`config.mk`:
```
export PLATFORM = sky130hd
export DESIGN_NAME = bcd_timer_ssd
export DESIGN_NICKNAME = d
export VERILOG_FILES = /design/src/rtl/bcd_timer_pkg.sv /design/src/rtl/bcd_digit_cnt.sv /design/src/rtl/bcd_timer_ssd.sv
export SDC_FILE = /design/constraint.sdc
export NUM_CORES = 1
export LEC_CHECK = 0
export BUFFER_PORTS_ARGS = -buffer_cell sky130_fd_sc_hd__buf_2
export CORE_ASPECT_RATIO = 0.8
export CORE_MARGIN = 5
export CORE_UTILIZATION = 62
export CTS_BUF_LIST = sky130_fd_sc_hd__clkbuf_8 sky130_fd_sc_hd__clkbuf_16
export DETAILED_ROUTE_END_ITERATION = 8
export PLACE_DENSITY_LB_ADDON = 0.12
export SYNTH_ARGS = -nofsm -noshare
export SYNTH_HDL_FRONTEND = slang
export SYNTH_SLANG_ARGS = --single-unit
```
`constraint.sdc`:
```
create_clock -name clk -period 4.4 [get_ports clk]
set_input_delay 0.22 -clock clk [delete_from_list [all_inputs] [get_ports clk]]
set_output_delay 0.22 -clock clk [all_outputs]
set_load 0.05 [all_outputs]
```
`src/rtl/bcd_timer_pkg.sv`:
```
// ---------------------------------------------------------------------------
// bcd_timer_pkg
// Shared definitions for the BCD timer / seven-segment display block:
//   - state_t      : timer control states
//   - SS_0..SS_9   : active-low segment patterns {a,b,c,d,e,f,g,dp}
//   - SEG_BLANK    : all segments off
//   - SEG_ERR      : pattern shown for a non-BCD nibble (only dp lit)
//   - BCD_MAX      : largest legal BCD digit
//   - bcd_sanitise : clamps a nibble into the BCD range
//   - seg_decode   : BCD digit to segment pattern
// ---------------------------------------------------------------------------
package bcd_timer_pkg;

    typedef enum logic [1:0] {
        IDLE  = 2'd0,
        RUN   = 2'd1,
        PAUSE = 2'd2,
        DONE  = 2'd3
    } state_t;

    localparam logic [3:0] BCD_MAX = 4'd9;

    localparam logic [7:0] SS_0      = 8'b00000011;
    localparam logic [7:0] SS_1      = 8'b10011111;
    localparam logic [7:0] SS_2      = 8'b00100101;
    localparam logic [7:0] SS_3      = 8'b00001101;
    localparam logic [7:0] SS_4      = 8'b10011001;
    localparam logic [7:0] SS_5      = 8'b01001001;
    localparam logic [7:0] SS_6      = 8'b01000001;
    localparam logic [7:0] SS_7      = 8'b00011111;
    localparam logic [7:0] SS_8      = 8'b00000001;
    localparam logic [7:0] SS_9      = 8'b00001001;
    localparam logic [7:0] SEG_BLANK = 8'hFF;
    localparam logic [7:0] SEG_ERR   = 8'b11111110;

    // Any nibble above 9 is treated as 9 so the counter never holds a
    // non-BCD digit.
    function automatic logic [3:0] bcd_sanitise(input logic [3:0] nibble);
        return (nibble > BCD_MAX) ? BCD_MAX : nibble;
    endfunction

    function automatic logic [7:0] seg_decode(input logic [3:0] digit);
        logic [7:0] seg;
        case (digit)
            4'd0:    seg = SS_0;
            4'd1:    seg = SS_1;
            4'd2:    seg = SS_2;
            4'd3:    seg = SS_3;
            4'd4:    seg = SS_4;
            4'd5:    seg = SS_5;
            4'd6:    seg = SS_6;
            4'd7:    seg = SS_7;
            4'd8:    seg = SS_8;
            4'd9:    seg = SS_9;
            default: seg = SEG_ERR;
        endcase
        return seg;
    endfunction

endpackage

```
`src/rtl/bcd_digit_cnt.sv`:
```
// ---------------------------------------------------------------------------
// bcd_digit_cnt
// One BCD digit of the timer count, chained through cin/cout.
//   clk, rst   : clock, asynchronous active-low reset (digit clears to 0)
//   load       : load_val is captured (has priority over en)
//   load_val   : 4-bit value to load
//   en         : apply step_val this edge
//   up         : 1 = count up (9 -> 0 carries), 0 = count down (0 -> 9 borrows)
//   cin        : step request from the digit below (tie high on digit 0)
//   q          : current digit value
//   step_val   : value this digit takes if the chain steps now
//   cout       : carry (up) or borrow (down) towards the next digit
// ---------------------------------------------------------------------------
module bcd_digit_cnt
    import bcd_timer_pkg::*;
(
    input  logic       clk,
    input  logic       rst,
    input  logic       load,
    input  logic [3:0] load_val,
    input  logic       en,
    input  logic       up,
    input  logic       cin,
    output logic [3:0] q,
    output logic [3:0] step_val,
    output logic       cout
);

    logic [3:0] digit_q;
    logic [3:0] digit_d;

    // step_val is exposed even when en is low so the parent can see the
    // post-step count and detect the terminal value on the same edge.
    always_comb begin
        step_val = digit_q;
        cout     = 1'b0;
        if (cin) begin
            if (up) begin
                if (digit_q >= BCD_MAX) begin
                    step_val = 4'd0;
                    cout     = 1'b1;
                end else begin
                    step_val = digit_q + 4'd1;
                end
            end else begin
                if (digit_q == 4'd0) begin
                    step_val = BCD_MAX;
                    cout     = 1'b1;
                end else begin
                    step_val = digit_q - 4'd1;
                end
            end
        end

        digit_d = digit_q;
        if (load) begin
            digit_d = load_val;
        end else if (en) begin
            digit_d = step_val;
        end
    end

    always_ff @(posedge clk or negedge rst) begin
        if (!rst) begin
            digit_q <= 4'd0;
        end else begin
            digit_q <= digit_d;
        end
    end

    assign q = digit_q;

endmodule

```
`src/rtl/bcd_timer_ssd.sv`:
```
// ---------------------------------------------------------------------------
// bcd_timer_ssd
// DIGITS-wide BCD timer with preset, up/down mode, start/pause/resume and a
// step prescaler, driving a multiplexed active-low seven-segment display.
//   clk          : system clock
//   rst          : asynchronous active-low reset
//   start_pause  : one-cycle pulse; start / pause / resume / acknowledge done
//   load         : one-cycle pulse; abort to IDLE (beats start_pause)
//   mode         : 0 = count down preset->0, 1 = count up 0->preset
//   preset       : BCD target, digit 0 in [3:0]; nibbles >9 read as 9
//   done         : high while in DONE
//   led          : 16'hFFFF while in DONE, else 0
//   ssd          : one-hot-low anode select
//   D            : segments {a,b,c,d,e,f,g,dp}, 0 = lit
// Parameters: DIGITS (2..4), TICK_DIV (clk per step, >=2),
//             SCAN_DIV (clk per anode, >=1), LZB (1 = blank leading zeros)
// ---------------------------------------------------------------------------
module bcd_timer_ssd
    import bcd_timer_pkg::*;
#(
    parameter int DIGITS   = 4,
    parameter int TICK_DIV = 100000000,
    parameter int SCAN_DIV = 100000,
    parameter int LZB      = 1
)
(
    input  logic                  clk,
    input  logic                  rst,
    input  logic                  start_pause,
    input  logic                  load,
    input  logic                  mode,
    input  logic [4*DIGITS-1:0]   preset,
    output logic                  done,
    output logic [15:0]           led,
    output logic [DIGITS-1:0]     ssd,
    output logic [7:0]            D
);

    localparam int CW     = 4 * DIGITS;
    localparam int TICK_W = $clog2(TICK_DIV);
    localparam int SCAN_W = (SCAN_DIV > 1) ? $clog2(SCAN_DIV) : 1;
    localparam int IDX_W  = $clog2(DIGITS);

    localparam logic [TICK_W-1:0] TICK_LAST = TICK_W'(TICK_DIV - 1);
    localparam logic [SCAN_W-1:0] SCAN_LAST = SCAN_W'(SCAN_DIV - 1);
    localparam logic [IDX_W-1:0]  IDX_LAST  = IDX_W'(DIGITS - 1);

    state_t             state_q, state_d;
    logic [TICK_W-1:0]  presc_q, presc_d;
    logic               blink_q, blink_d;
    logic               mode_q, mode_d;
    logic [SCAN_W-1:0]  scan_q, scan_d;
    logic [IDX_W-1:0]   idx_q, idx_d;

    // count_q is the concatenation of the per-digit registers held inside
    // the bcd_digit_cnt instances; stepped is the value after one step.
    logic [CW-1:0]      count_q;
    logic [CW-1:0]      stepped;
    logic [DIGITS:0]    carry;
    logic               carry_unused;

    logic [CW-1:0]      preset_san;
    logic [CW-1:0]      load_val;
    logic [CW-1:0]      term_val;
    logic               tick;
    logic               cnt_load;
    logic               cnt_step;

    logic [3:0]         sel_digit;
    logic               sel_blank;

    // Clamp every preset nibble into BCD before it is loaded or compared.
    always_comb begin
        preset_san = '0;
        for (int k = 0; k < DIGITS; k++) begin
            preset_san[4*k +: 4] = bcd_sanitise(preset[4*k +: 4]);
        end
    end

    // The load value follows the live mode input (only used in IDLE); the
    // terminal value follows the mode captured in IDLE so that mode changes
    // while running have no effect.
    assign load_val = mode   ? '0 : preset_san;
    assign term_val = mode_q ? preset_san : '0;
    assign tick     = (presc_q == TICK_LAST);

    // Digit 0 always steps when enabled; each higher digit steps on the
    // carry/borrow from below.
    assign carry[0] = 1'b1;

    for (genvar k = 0; k < DIGITS; k++) begin : g_digit
        bcd_digit_cnt u_digit (
            .clk      (clk),
            .rst      (rst),
            .load     (cnt_load),
            .load_val (load_val[4*k +: 4]),
            .en       (cnt_step),
            .up       (mode_q),
            .cin      (carry[k]),
            .q        (count_q[4*k +: 4]),
            .step_val (stepped[4*k +: 4]),
            .cout     (carry[k+1])
        );
    end

    // The top digit's carry/borrow has no consumer: the count stops at its
    // terminal value before it could wrap.
    assign carry_unused = carry[DIGITS];

    // Control next-state logic. load is applied last so it overrides every
    // other decision, including a simultaneous start_pause.
    always_comb begin
        state_d  = state_q;
        presc_d  = presc_q;
        blink_d  = blink_q;
        mode_d   = mode_q;
        cnt_load = 1'b0;
        cnt_step = 1'b0;

        case (state_q)
            IDLE: begin
                cnt_load = 1'b1;
                mode_d   = mode;
                presc_d  = '0;
                blink_d  = 1'b0;
                if (start_pause) begin
                    state_d = RUN;
                end
            end

            RUN: begin
                // A preset of zero leaves the count at its terminal value on
                // entry, so finish without ticking.
                if (count_q == term_val) begin
                    state_d = DONE;
                end else begin
                    presc_d  = tick ? '0 : presc_q + TICK_W'(1);
                    cnt_step = tick;
                    if (tick && (stepped == term_val)) begin
                        state_d = DONE;
                    end else if (start_pause) begin
                        state_d = PAUSE;
                    end
                end
            end

            PAUSE: begin
                if (start_pause) begin
                    state_d = RUN;
                end
            end

            DONE: begin
                presc_d = tick ? '0 : presc_q + TICK_W'(1);
                if (tick) begin
                    blink_d = ~blink_q;
                end
                if (start_pause) begin
                    state_d = IDLE;
                    presc_d = '0;
                    blink_d = 1'b0;
                end
            end

            default: begin
                state_d = IDLE;
            end
        endcase

        if (load) begin
            state_d  = IDLE;
            presc_d  = '0;
            blink_d  = 1'b0;
            cnt_step = 1'b0;
        end
    end

    // Anode scan: hold each anode for SCAN_DIV cycles, then move on.
    always_comb begin
        scan_d = scan_q + SCAN_W'(1);
        idx_d  = idx_q;
        if (scan_q == SCAN_LAST) begin
            scan_d = '0;
            idx_d  = (idx_q == IDX_LAST) ? '0 : idx_q + IDX_W'(1);
        end
    end

    always_ff @(posedge clk or negedge rst) begin
        if (!rst) begin
            state_q <= IDLE;
            presc_q <= '0;
            blink_q <= 1'b0;
            mode_q  <= 1'b0;
            scan_q  <= '0;
            idx_q   <= '0;
        end else begin
            state_q <= state_d;
            presc_q <= presc_d;
            blink_q <= blink_d;
            mode_q  <= mode_d;
            scan_q  <= scan_d;
            idx_q   <= idx_d;
        end
    end

    assign done = (state_q == DONE);
    assign led  = done ? 16'hFFFF : 16'h0000;
    assign ssd  = ~(DIGITS'(1) << idx_q);

    // Segment decode of the selected digit. A digit above 0 is blanked when
    // it and everything above it are zero; digit 0 always shows.
    always_comb begin
        sel_digit = 4'd0;
        sel_blank = 1'b0;
        for (int k = 0; k < DIGITS; k++) begin
            if (idx_q == IDX_W'(k)) begin
                sel_digit = count_q[4*k +: 4];
                sel_blank = (LZB != 0) && (k != 0) && ((count_q >> (4*k)) == '0);
            end
        end
        if (blink_q || sel_blank) begin
            D = SEG_BLANK;
        end else begin
            D = seg_decode(sel_digit);
        end
    end

endmodule
```
Word level (Yosys, flattened, before mapping)
Memories as Yosys holds them, arrays and structs flattened.
Index checks and enable logic that the tools add are counted.
- register bits: 66
- latch bits: 0
- RAM bits: 0
- bits in read-only memories: 128
- input bits: 21
- output and inout bits: 29
- logic and storage cells: 137
- memories kept: 1
- add/sub/neg operators: 11
- multiply operators: 0
- divide/modulo/power cells: 0
- $lt $le $gt $ge: 8
- eq/ne operators: 15
- shift-type cells: 1
- muxes and demuxes: 71
- bitwise operators: 2
- reductions and logical operators: 18
- memories (memory ; depth ; bits a word ; read ports ; clocked after Yosys merged registers in ; wr ports ; line ; source):
    (no name shown) ; 16 ; 8 ; 1 ; 0 ; 0 ; bcd_timer_pkg.sv:44 ; case (digit)
- operator list (cell ; count):
    4-bit two-way mux ; 31
    27-bit two-way mux ; 4
    27-bit case mux with 3 select lines ; 1
    16-bit zero test ; 3
    16-bit two-way mux ; 3
    16-bit equality test ; 2
    27-bit by 1-bit adder with 27-bit output (second input constant) ; 1
    27-bit equality test (second input constant) ; 1
    1-bit two-way mux ; 21
    17-bit by 1-bit adder with 17-bit output (second input constant) ; 1
    17-bit equality test (second input constant) ; 1
    17-bit two-way mux ; 1
    4-bit by 1-bit adder with 4-bit output (second input constant) ; 4
    4-bit >= comparator (second input constant) ; 4
    4-bit greater-than comparator (second input constant) ; 4
    4-bit zero test ; 4
    4-bit by 1-bit subtractor with 4-bit output (second input constant) ; 4
    2-bit two-way mux ; 7
    2-bit equality test (second input constant) ; 4
    8-bit two-way mux ; 1
    3-bit inequality test (second input constant) ; 2
    2-bit case mux with 3 select lines ; 1
    5-bit inequality test (second input constant) ; 1
    2-bit by 1-bit equality test with 1-bit output (second input constant) ; 2
    16 further kinds ; 18

Longest topological paths before layout
- depth after elaboration: 12
- mapped depth: 13
- mapped depth without buffers: 11

By module
From an unflattened synthesis, not the netlist that was laid out.
- cells, all modules: 791
- area, all modules: 6256.0 µm²
- modules (own cells, without submodules) (module ; times used ; cells an instance ; area each (µm²) ; seq. area each (µm²)):
    bcd_timer_ssd ; 1 ; 547 ; 4349.2 ; 1251.2
    bcd_digit_cnt ; 4 ; 61 ; 476.7 ; 100.1

Worst setup path after synthesis
OpenSTA, ideal clock, no wires.
- path kind: register to output
- start: register idx_q[0]
- end: output port D[4]
- arrival time: 3231 ps
- required time: 4180 ps
- slack: 949 ps
- stages on the path, launching flop included: 11
- path buffers: 0
- path through: dfrtp_1 -> inv_1 -> ha_1 -> inv_1 -> o311a_1 -> a211oi_1 -> a21oi_1 -> ha_1 -> nor2_1 -> a21oi_1 -> o21ai_0
- longest elaborated chain between the ends: 7
- elaborated cells between the ends (all ways): 14
- those cells by class: eq/ne: 3; mux: 8; reduce/logical: 2; memory: 1
- RTL lines (element ; line ; source):
    from (decl) ; bcd_timer_ssd.sv:53 ; logic [IDX_W-1:0] idx_q, idx_d;
    from (signal assigned) ; bcd_timer_ssd.sv:202 ; idx_q <= idx_d;
    2-bit zero test ; bcd_timer_ssd.sv:216 ; if (idx_q == IDX_W'(k)) begin
    4-bit two-way mux (4 in series) ; bcd_timer_ssd.sv:216 ;
    memory read 16 x 8 bit ; -- ;
    8-bit two-way mux (*) ; bcd_timer_ssd.sv:221 ; if (blink_q || sel_blank) begin
    to (decl) ; bcd_timer_ssd.sv:36 ; output logic [7:0] D
Every way passes the cells marked *; elsewhere a longest branch is shown, timed or not.

Final worst setup path
- start: register g_digit[2].u_digit.digit_q[0]
- end: register state_q[0]
- longest elaborated chain between the ends: 11
- elaborated cells between the ends (all ways): 22
- those cells by class: add/sub: 2; order compare: 1; eq/ne: 3; mux: 13; reduce/logical: 3
- RTL lines (element ; line ; source):
    from (decl) ; bcd_digit_cnt.sv:29 ; logic [3:0] digit_q;
    from (signal assigned) ; bcd_digit_cnt.sv:67 ; digit_q <= digit_d;
    4-bit >= comparator / 4-bit zero test (equally long branches) ; bcd_digit_cnt.sv:39, bcd_digit_cnt.sv:46 ;
    1-bit two-way mux (on tied branches) ; bcd_digit_cnt.sv:39, bcd_digit_cnt.sv:46 ;
    1-bit two-way mux ; bcd_digit_cnt.sv:38 ; if (up) begin
    1-bit two-way mux ; bcd_digit_cnt.sv:37 ; if (cin) begin
    4-bit two-way mux ; bcd_digit_cnt.sv:37 ;
    16-bit equality test ; bcd_timer_ssd.sv:139 ; if (tick && (stepped == term_val)) begin
    1-bit logical AND ; bcd_timer_ssd.sv:139 ;
    2-bit two-way mux ; bcd_timer_ssd.sv:139 ;
    2-bit two-way mux ; bcd_timer_ssd.sv:134 ; if (count_q == term_val) begin
    2-bit case mux with 3 select lines ; bcd_timer_ssd.sv:120 ; case (state_q)
    2-bit two-way mux ; bcd_timer_ssd.sv:170 ; if (load) begin
    to (signal assigned) ; bcd_timer_ssd.sv:197 ; state_q <= state_d;
    to (decl) ; bcd_timer_ssd.sv:48 ; state_t state_q, state_d;
Parallel ways exist; a longest one is shown, timed or not.
A chain may end at the register's enable or synchronous reset.

==> results.json <==
{
  "die_x_um": 123,
  "use_met1_pct": 48.3,
  "place_hpwl_um": 14500,
  "synth_seq_cells": 66,
  "synth.yosys.warnings": 0,
  "die-area_sq_mm": 0.0124,
  "clk_latency_ps": 340,
  "synth_top_family_by_area": "compound AO/OA/AOI/OAI gates",
  "syn-num-nets": 872,
  "vdd_drop_max_v": 0.000243,
  "rsz0062_at_grt": "no",
  "io_pins": 50,
  "outcome": "complete, but fails checks",
  "regArea_sq_mm": 0.00165,
  "dp.cells": 954,
  "avgSynthCellArea_sq_um": 7.73,
  "path_clk_slew_ps": 60,
  "dpl_cell_area_sq_mm": 0.00654,
  "tns_ps": 0,
  "synth_edf_count": 0,
  "grt_start_max_net_pins": 36,
  "numCtsBuffers": 9,
  "cts_tree": "yes",
  "final_max_slew_viol_count": 0,
  "violations": "negative hold slack",
  "end_kind": "flop",
  "route.detailed.drc": 0,
  "crit_type": "reg2reg",
  "synth_mux_area_share_pct": 1.82,
  "fin_crit_sh_pct": 82.7,
  "use_met3_pct": 8.19,
  "path_max_fanout": 16,
  "grt_usage_pct": 33.1,
  "p_leak_nw": 2.78,
  "fmax_mhz": 275,
  "clock_sinks": 66,
  "cts_hold_buffers": 0,
  "power_density_mw_per_mm2": 397,
  "synth_compound_area_share_pct": 30.2,
  "place_ws_ps": 857,
  "seq_area_frac_synth_pct": 25.9,
  "worstPathArrival_ps": 3890,
  "grt_pass1_wl_um": 32400,
  "grt_antenna_before_repair": 0,
  "synth_cell_types": 80,
  "viasPerCell": 6.92,
  "coreArea_sq_mm": 0.0102,
  "clk_path_buf_depth": 2,
  "initialDrtViolationCount": 897,
  "wl_um": 20200,
  "multiInputGateArea_sq_mm": 0.00425,
  "synthAdderAreaFrac_pct": 4.90,
  "synth_xor_xnor_area_share_pct": 3.29,
  "tightest_slew_ps": 980,
  "layout.cells.non_filler": 970,
  "n_antenna_cell": 0,
  "crit_path_start_kind": "flop",
  "cap_violations": 0,
  "fin_total_pwr_mw": 2.73,
  "async_flop_share_pct": 100,
  "synthSimpleGateAreaFrac_pct": 26.3,
  "synth_cells": 826,
  "grt_pass1_vias": 6247,
  "hold_violations": 1,
  "worstHoldPathType": "in2async",
  "busiest_layer": "met1",
  "wl_per_cell_um": 20.8,
  "finalSetupViolCount": 0,
  "fill_cells": 874,
  "syn2layout_area_growth_pct": 7.58,
  "grtUsageMet2_pct": 47.3,
  "rows": 33,
  "slew_headroom_pct": 33.0,
  "nets": 871,
  "ant_nets": 0,
  "clock-root-buffer": "clkbuf_16",
  "cts_setup_buffers": 0,
  "post_cts_resized": 0,
  "fin_skew_ps": 5.14,
  "netlist_area_sq_mm": 0.00638,
  "cp.required_ps": 4650,
  "fin_ws_ps": 763,
  "start_util_pct": 62.9,
  "first_pass_iters": 6,
  "finalCriticalPeriod_ps": 3640,
  "die_y_um": 101,
  "cts-htree-levels": 3,
  "grt_remaining_overflow": 0,
  "whs_ps": -0.116,
  "yosys_most_used_dff": "dfrtp_1",
  "gp_congestion": 1.04,
  "vias": 6713,
  "final_area_sq_mm": 0.00687,
  "drive_gt1_share_pct": 12.7,
  "port_buffers": 49
}
==> layout make-up <==
cell class / count / share of cell area (%)
tap: 140 / 2.55
inverter: 37 / 2.02
sequential: 66 / 24.0
clock inverter: 6 / 1.31
multi-input combinational: 651 / 61.8
clock buffer: 10 / 3.48
timing repair buffer: 60 / 4.77
==> cells in the mapped netlist, drive strengths merged, types with 8 or more instances <==
| master | number | share of area [%] |
|---|---|---|
| dfrtp | 66 | 26 |
| o211ai | 25 | 2.9 |
| xor2 | 14 | 1.9 |
| and2 | 8 | 0.78 |
| a21o | 11 | 1.3 |
| nand3 | 31 | 2.4 |
| nor2b | 13 | 1.3 |
| clkbuf | 43 | 2.5 |
| a211oi | 12 | 1.5 |
| ha | 25 | 4.9 |
| and3 | 8 | 0.78 |
| o31ai | 18 | 2.2 |
| o21ai | 69 | 5.5 |
| or3 | 9 | 0.88 |
| buf | 29 | 2.9 |
| a31oi | 9 | 0.88 |
| a21oi | 38 | 3.0 |
| o22ai | 14 | 1.4 |
| nor3 | 19 | 1.6 |
| nor2 | 55 | 3.2 |
| nand3b | 9 | 1.1 |
| nand4 | 10 | 0.98 |
| xnor2 | 10 | 1.4 |
| nand2b | 16 | 1.6 |
| inv | 34 | 2.0 |
| nand2 | 82 | 4.8 |
| nor4 | 9 | 0.88 |
==> state kept, by name, indices dropped and copies added, names as in the netlist <==
signal / flops
state_q: 2
g_digit.u_digit.q: 16
idx_q: 2
mode_q: 1
presc_q: 27
blink_q: 1
scan_q: 17
==> worst max-delay path: stages (launching register included) <==
cell	delay, ps
dfrtp_1	550
inv_1	220
ha_1	270
nor3b_1	500
a2bb2oi_1	290
or3_1	540
a211o_1	340
o2bb2ai_1	150
nor4b_2	340
a31oi_1	170
a211oi_2	190
==> per-stage QoR <==
| stage | hold slack, ps | util [%] |
|---|---|---|
| global placement | 362 | 64.4 |
| global route | 58.2 | 67.6 |
| CTS | 14.3 | 67.6 |
| floorplan | -75.6 | - |
| detailed placement | 369 | 64.4 |
| finish | -0.116 | 67.6 |
==> cells by family after synthesis <==
kind of cell    Yosys count
simple gates            312
compound gates          279
buf+inv                 109
flops                    66
fa+ha+maj                25
xor+xnor                 24
mux                      11
==> power by group <==
part | switching, mW | internal [mW]
Combinational | 0.734 | 0.396
Sequential | 0.150 | 0.639
Clock | 0.294 | 0.513
Total | 1.18 | 1.55
==> layout by cell type (no fill, tap or decap), drive strengths merged, types with 7 or more instances in the layout <==
cell     instances
a211oi          12
a21o            11
a21oi           38
a2bb2oi          7
a31oi            9
and2             8
and3             8
buf             60
clkbuf          10
dfrtp           66
ha              25
inv             34
nand2           82
nand2b          16
nand3           31
nand3b           9
nand4           10
nor2            55
nor2b           13
nor3            19
nor4             9
o211ai          25
o21ai           69
o22ai           14
o31ai           18
or3              9
or4              7
xnor2           10
xor2            14
==> path summary, 6_finish.rpt <==
path / startpoint / end / slack [ps] / depth (start not counted)
setup / recovery: g_digit[2].u_digit.q[0] / state_q[0] / 760 / 10
hold / removal: rst / g_digit[3].u_digit.q[3] / -0.1 / 1
setup reg to reg: g_digit[2].u_digit.q[0] / state_q[0] / 760 / 10
hold reg to reg: scan_q[0] / scan_q[0] / 480 / 1
max in group asynchronous: rst / presc_q[21] / 3420 / 2
min in group clk: load / blink_q / 180 / 2
==> metal layers <==
metal | up-vias | share of wire, %
met3 | 67 | 12
met1 | 3134 | 42
met5 | - | 0.17
met4 | 2 | 3.2
li1 | 3094 | -
met2 | 416 | 42
(Power assumes the default switching activity.)
